[config.mk]
export PLATFORM = sky130hd
export DESIGN_NAME = pipe_ctrl
export DESIGN_NICKNAME = d
export VERILOG_FILES = /design/src/rtl/pipe_ctrl_pkg.sv /design/src/rtl/sat_counter.sv /design/src/rtl/pipe_ctrl.sv
export SDC_FILE = /design/constraint.sdc
export NUM_CORES = 1
export LEC_CHECK = 0
export BUFFER_PORTS_ARGS = -buffer_cell sky130_fd_sc_hd__buf_2
export CAP_MARGIN = 20
export CORE_MARGIN = 1
export CORE_UTILIZATION = 44
export DETAILED_ROUTE_END_ITERATION = 16
export GPL_ROUTABILITY_DRIVEN = 0
export HOLD_SLACK_MARGIN = 0.06
export PLACE_DENSITY = 0.67
export SLEW_MARGIN = 40
export SYNTH_ARGS = -nofsm -noshare
export SYNTH_HDL_FRONTEND = slang
export SYNTH_SLANG_ARGS = --single-unit
export TNS_END_PERCENT = 100
[constraint.sdc]
create_clock -name clk -period 2 [get_ports clk]
set_clock_uncertainty 0.05 [all_clocks]
set_input_delay 0.3 -clock clk [delete_from_list [all_inputs] [get_ports clk]]
set_output_delay 0.3 -clock clk [all_outputs]
set_load 0.02 [all_outputs]
[src/rtl/pipe_ctrl_pkg.sv]
// Shared types and constants for the pipeline stall/flush controller.
// Holds the FSM encoding, default sizing and the control-bundle presets.
package pipe_ctrl_pkg;

    typedef enum logic [1:0] {
        RUN        = 2'd0,
        DATA_STALL = 2'd1,
        BR_WAIT    = 2'd2
    } state_t;

    localparam int CNT_W_DEF     = 16;
    localparam int MAX_STALL_DEF = 8;

    // Instruction word loaded into IF/ID on a flush (sll $0,$0,0).
    localparam logic [31:0] NOP_INSTR = 32'h0000_0000;

    typedef struct packed {
        logic pc_we;
        logic pc_sel_target;
        logic ifid_we;
        logic ifid_flush;
        logic idex_bubble;
    } ctrl_t;

    localparam ctrl_t CTRL_RESET  = '{pc_we: 1'b0, pc_sel_target: 1'b0, ifid_we: 1'b0, ifid_flush: 1'b1, idex_bubble: 1'b1};
    localparam ctrl_t CTRL_FLOW   = '{pc_we: 1'b1, pc_sel_target: 1'b0, ifid_we: 1'b1, ifid_flush: 1'b0, idex_bubble: 1'b0};
    localparam ctrl_t CTRL_DSTALL = '{pc_we: 1'b0, pc_sel_target: 1'b0, ifid_we: 1'b0, ifid_flush: 1'b0, idex_bubble: 1'b1};
    localparam ctrl_t CTRL_BWAIT  = '{pc_we: 1'b0, pc_sel_target: 1'b0, ifid_we: 1'b1, ifid_flush: 1'b1, idex_bubble: 1'b0};
    localparam ctrl_t CTRL_TAKEN  = '{pc_we: 1'b1, pc_sel_target: 1'b1, ifid_we: 1'b1, ifid_flush: 1'b1, idex_bubble: 1'b0};

endpackage

[src/rtl/sat_counter.sv]
// Saturating up-counter with synchronous active-low clear; clear beats increment.
// One-cycle update latency; holds at MAX instead of wrapping.
module sat_counter #(
    parameter int             W   = 16,
    parameter logic [W-1:0]   MAX = {W{1'b1}}
) (
    input  logic         clk,
    input  logic         clr_n,
    input  logic         inc,
    output logic [W-1:0] cnt
);

    always_ff @(posedge clk) begin
        if (!clr_n) begin
            cnt <= '0;
        end else if (inc && (cnt != MAX)) begin
            cnt <= cnt + 1'b1;
        end
    end

endmodule

[src/rtl/pipe_ctrl.sv]
// Turns hazard-unit stall requests and EX branch status into PC/IF-ID/ID-EX controls.
// Controls are Mealy (zero latency); counters and hazard_err update on the next edge.
module pipe_ctrl
    import pipe_ctrl_pkg::*;
#(
    parameter int CNT_W     = CNT_W_DEF,
    parameter int MAX_STALL = MAX_STALL_DEF
) (
    input  logic             clk,
    input  logic             rst_n,
    input  logic             if_stall_req,
    input  logic             id_stall_req,
    input  logic             branch_resolved,
    input  logic             branch_taken,
    output logic             pc_we,
    output logic             pc_sel_target,
    output logic             ifid_we,
    output logic             ifid_flush,
    output logic             idex_bubble,
    output logic [CNT_W-1:0] stall_cycles,
    output logic [CNT_W-1:0] bubble_count,
    output logic             hazard_err
);

    localparam int RUN_W = $clog2(MAX_STALL + 1);

    state_t             state;
    state_t             state_nxt;
    ctrl_t              ctrl;
    logic [RUN_W-1:0]   run_cnt;
    logic               run_clr_n;

    // DATA_STALL decodes exactly like RUN: a held data stall re-issues the
    // same bubble, and the release cycle is an ordinary RUN decode.
    always_comb begin
        ctrl      = CTRL_RESET;
        state_nxt = state;
        if (!rst_n) begin
            ctrl      = CTRL_RESET;
            state_nxt = RUN;
        end else begin
            case (state)
                RUN, DATA_STALL: begin
                    if (id_stall_req) begin
                        ctrl      = CTRL_DSTALL;
                        state_nxt = DATA_STALL;
                    end else if (if_stall_req) begin
                        ctrl      = CTRL_BWAIT;
                        state_nxt = BR_WAIT;
                    end else begin
                        ctrl      = CTRL_FLOW;
                        state_nxt = RUN;
                    end
                end
                BR_WAIT: begin
                    if (!branch_resolved) begin
                        ctrl      = CTRL_BWAIT;
                        state_nxt = BR_WAIT;
                    end else if (branch_taken) begin
                        ctrl      = CTRL_TAKEN;
                        state_nxt = RUN;
                    end else begin
                        ctrl      = CTRL_FLOW;
                        state_nxt = RUN;
                    end
                end
                default: begin
                    ctrl      = CTRL_RESET;
                    state_nxt = RUN;
                end
            endcase
        end
    end

    assign pc_we         = ctrl.pc_we;
    assign pc_sel_target = ctrl.pc_sel_target;
    assign ifid_we       = ctrl.ifid_we;
    assign ifid_flush    = ctrl.ifid_flush;
    assign idex_bubble   = ctrl.idex_bubble;

    always_ff @(posedge clk) begin
        if (!rst_n) begin
            state <= RUN;
        end else begin
            state <= state_nxt;
        end
    end

    sat_counter #(.W(CNT_W)) u_stall_cnt (
        .clk   (clk),
        .clr_n (rst_n),
        .inc   (~ctrl.pc_we),
        .cnt   (stall_cycles)
    );

    sat_counter #(.W(CNT_W)) u_bubble_cnt (
        .clk   (clk),
        .clr_n (rst_n),
        .inc   (ctrl.idex_bubble),
        .cnt   (bubble_count)
    );

    // Any cycle that advances the PC ends the current stall run.
    assign run_clr_n = rst_n & ~ctrl.pc_we;

    sat_counter #(.W(RUN_W), .MAX(RUN_W'(MAX_STALL))) u_run_cnt (
        .clk   (clk),
        .clr_n (run_clr_n),
        .inc   (~ctrl.pc_we),
        .cnt   (run_cnt)
    );

    // Set on the edge where the run counter steps onto MAX_STALL.
    always_ff @(posedge clk) begin
        if (!rst_n) begin
            hazard_err <= 1'b0;
        end else if (!ctrl.pc_we && (run_cnt >= RUN_W'(MAX_STALL - 1))) begin
            hazard_err <= 1'b1;
        end
    end

endmodule

==> summary.txt <==
Synth
  – Netlist Area Pre-Place: ~2000 um^2
  – Sequential cell area fraction in the yosys report: 0.391
  – Post-synth EDFFs: 0
  – Yosys top cell area share: 0.391
  – Net Count, Synth: roughly 230
  – Yosys warns: 0
  – Top FF cell, synth: dfxtp_1
  – Yosys top cell by area: dfxtp_1
  – Yosys cell types: 52
  – Top post-synthesis cells by count: 39 x dfxtp_1, 32 x nor2_1, 17 x xnor2_1
  – Seq cells post-synth: 39
  – Post-synthesis cell count: ~220
  – Top cells by area, synth: dfxtp_1 39%, xnor2_1 7.5%, nor2_1 6.0%
  – Post-synthesis average cell area: just over 9 um^2
  – Ys async rst share: 0
  – Most common cell in the netlist: dfxtp_1

Worst setup path
  – Crit path kind: register to output port
  – Critical Path Fanout Max: 11
  – Critical path required time: 1650 ps
  – Critical Path Start Type: register
  – R2R Setup Slk: 220 ps
  – Worst Path Arrival: ~1600 ps
  – Worst r2r src: u_stall_cnt.cnt[0]
  – Reg2Reg Depth: 6
  – Crit. Startpoint: state[1]
  – Critical Path End: pc_we
  – Worst Setup End Kind: output port
  – Reg-to-reg endpoint: u_stall_cnt.cnt[15]

STA
  – RSZ-0062 raised after global routing: false
  – Max Transition Viols Final: 0
  – Worst-Margin Slew: between 400 and 500 ps
  – Fin crit share: 0.955
  – Fmax: approximately 0.52 GHz
  – Final setup viols: 0
  – Setup Total Neg Slack: 0 ps
  – Tmin final: 1910 ps
  – Max-slew headroom: 0.676
  – Final Hold Fails: 0

Clocking
  – Clk sinks: 39
  – CTS Buf Count: 5
  – Clock Latency Late Sink: about 290 ps
  – Clock buffer depth: 2
  – CTS H-tree lvls: 2
  – CTS tree: done
  – Post-CTS Setup Bufs: 0
  – Clock Pin Slew Worst Setup and Hold Paths: 80 ps
  – CTS root buf: clkbuf_8

Place
  – Port Buffer Count: 43
  – DP Wirelength: between 2000 and 3000 um
  – Placed Instances: roughly 320
  – Post-DP Area: between 2000 and 2500 um^2

Detailed routing
  – Number of vias per cell: between 5 and 6
  – Vias: around 1700
  – First-pass DRT Iterations: 4
  – Antenna Nets Post-Route: 0
  – WL/cell: between 10 and 15 um
  – Routed WL: between 4000 and 5000 um
  – DR iter-0 viols: 57
  – DRC Markers: 0

Die
  – Chip width: a little under 70 um
  – Die H: 69.3 um
  – # IOs: 44
  – Initial Util: 0.458
  – CORE AREA: about 4400 um^2
  – # rows: 24
  – Die ar.: around 4800 um^2

Outcome
  – Status: complete, no violations

Layout
  – Cell area after layout: 2410 um^2
  – Nets: about 280
  – Area delta synth->final: 20.8%
  – ANT cells: 0
  – Final std cells w/o fill: about 320
  – Fraction of layout cells with a size suffix above 1: 0.279

Power
  – Max VDD drop: between 0.0004 and 0.0005 V
  – Pwr/cell area: 621 nW/um^2
  – Leak: just over 1 nW

Min path
  – Worst Hold Class: input pin to register

Global routing
  – Number of global-route vias before repair: ~1500
  – Initial antenna violation count: 0
  – Tot GR Track Use: 0.177
  – Largest net degree at the start of global routing: 28
  – Global route overflow: 0
  – First-pass GRT wire length: 6870 um

Job
  – Max-capacitance violation count: 0
## critical path, cell delays in order, from the launching register on
cell	delay, ps
dfxtp_2	400
or4b_4	560
nand2_4	130
buf_2	180
## where the power goes
part,total (W),internal [W],switching (W)
clock,0.000511,0.000245,0.000266
sequential,0.000824,0.000797,0.0000264
combinational,0.000161,0.0000645,0.0000964
## worst min path at each step
stage / from / end / slack (ps) / cells past startpoint
global route: id_stall_req / state[0] / 270 / 2
global placement: hazard_err / hazard_err / 410 / 2
floorplan: if_stall_req / state[1] / 410 / 2
CTS: if_stall_req / state[1] / 240 / 3
detailed placement: hazard_err / hazard_err / 410 / 2
finish: if_stall_req / state[1] / 260 / 3
## cell families (layout without fill, tap and decap cells)
| kind of cell | after synthesis | count (layout) | share of synthesized area |
|---|---|---|---|
| buffers and inverters | 11 | 64 | 0.0320 |
| AOI/OAI and AO/OA | 27 | 27 | 0.104 |
| DFF | 39 | 39 | 0.391 |
| xor gates and xnor gates | 25 | 25 | 0.110 |
| muxes | 3 | 3 | 0.0169 |
| adders and majority gates | 4 | 4 | 0.0251 |
| and+or+nand+nor | 110 | 110 | 0.321 |
## cell type report
cell class / count / area, um^2
Inverter: 4 / 15.0
Tap cell: 52 / 65.1
Sequential cell: 39 / 782
Clock inverter: 1 / 5.00
Fill cell: 407 / 1950
Clock buffer: 7 / 76.3
Timing Repair Buffer: 52 / 295
Multi-Input combinational cell: 169 / 1170
## flip-flops by register name, summed over array words and instances (netlist names)
signal	flops
u_run_cnt.cnt	4
state	2
hazard_err	1
u_bubble_cnt.cnt	16
u_stall_cnt.cnt	16
## per-layer routing
metal	routed length, um	GRT usage	vias to the layer above
li1	-	-	890
met1	2070	0.237	812
met2	1790	0.271	36
met3	169	0.0465	6
met4	61	0.0680	0
met5	0	0	-
## cell usage in the layout (no fill, tap or decap), drive strengths merged
cell / n
ha: 4
o21ai: 5
nand3b: 2
o21a: 3
a41oi: 2
a21o: 1
a2111oi: 1
nor2b: 1
or4b: 1
and3: 4
clkinv: 1
a21boi: 1
o211a: 1
a21oi: 8
nor3b: 2
o211ai: 3
mux2i: 3
and4b: 1
buf: 52
a311oi: 2
clkbuf: 7
nor4: 6
nor3: 8
or2: 2
nand4b: 1
and3b: 1
nand3: 11
nand4: 9
nand2b: 3
nor2: 32
and4: 5
inv: 4
nand2: 15
dfxtp: 39
xnor2: 17
or3: 2
nor4b: 2
and2: 2
xor2: 8
## timing repair
action	in CTS	in global routing
setup endpoints to repair	3	1
hold buffers	0	0
resized for setup	3	2
## metrics by stage
step / power (W) / utilization / hold WS (ps) / worst slack, ps
after detailed placement: 0.000999 / 0.530 / 412 / 214
after floorplan: 0.000946 / - / 406 / 220
after global routing: 0.00156 / 0.553 / 268 / 42.1
final: 0.00150 / 0.553 / 259 / 89.3
after global placement: 0.000996 / 0.530 / 409 / 228
after CTS: 0.00151 / 0.551 / 241 / 29.1
Note: power is estimated with default switching activity, not from simulation.
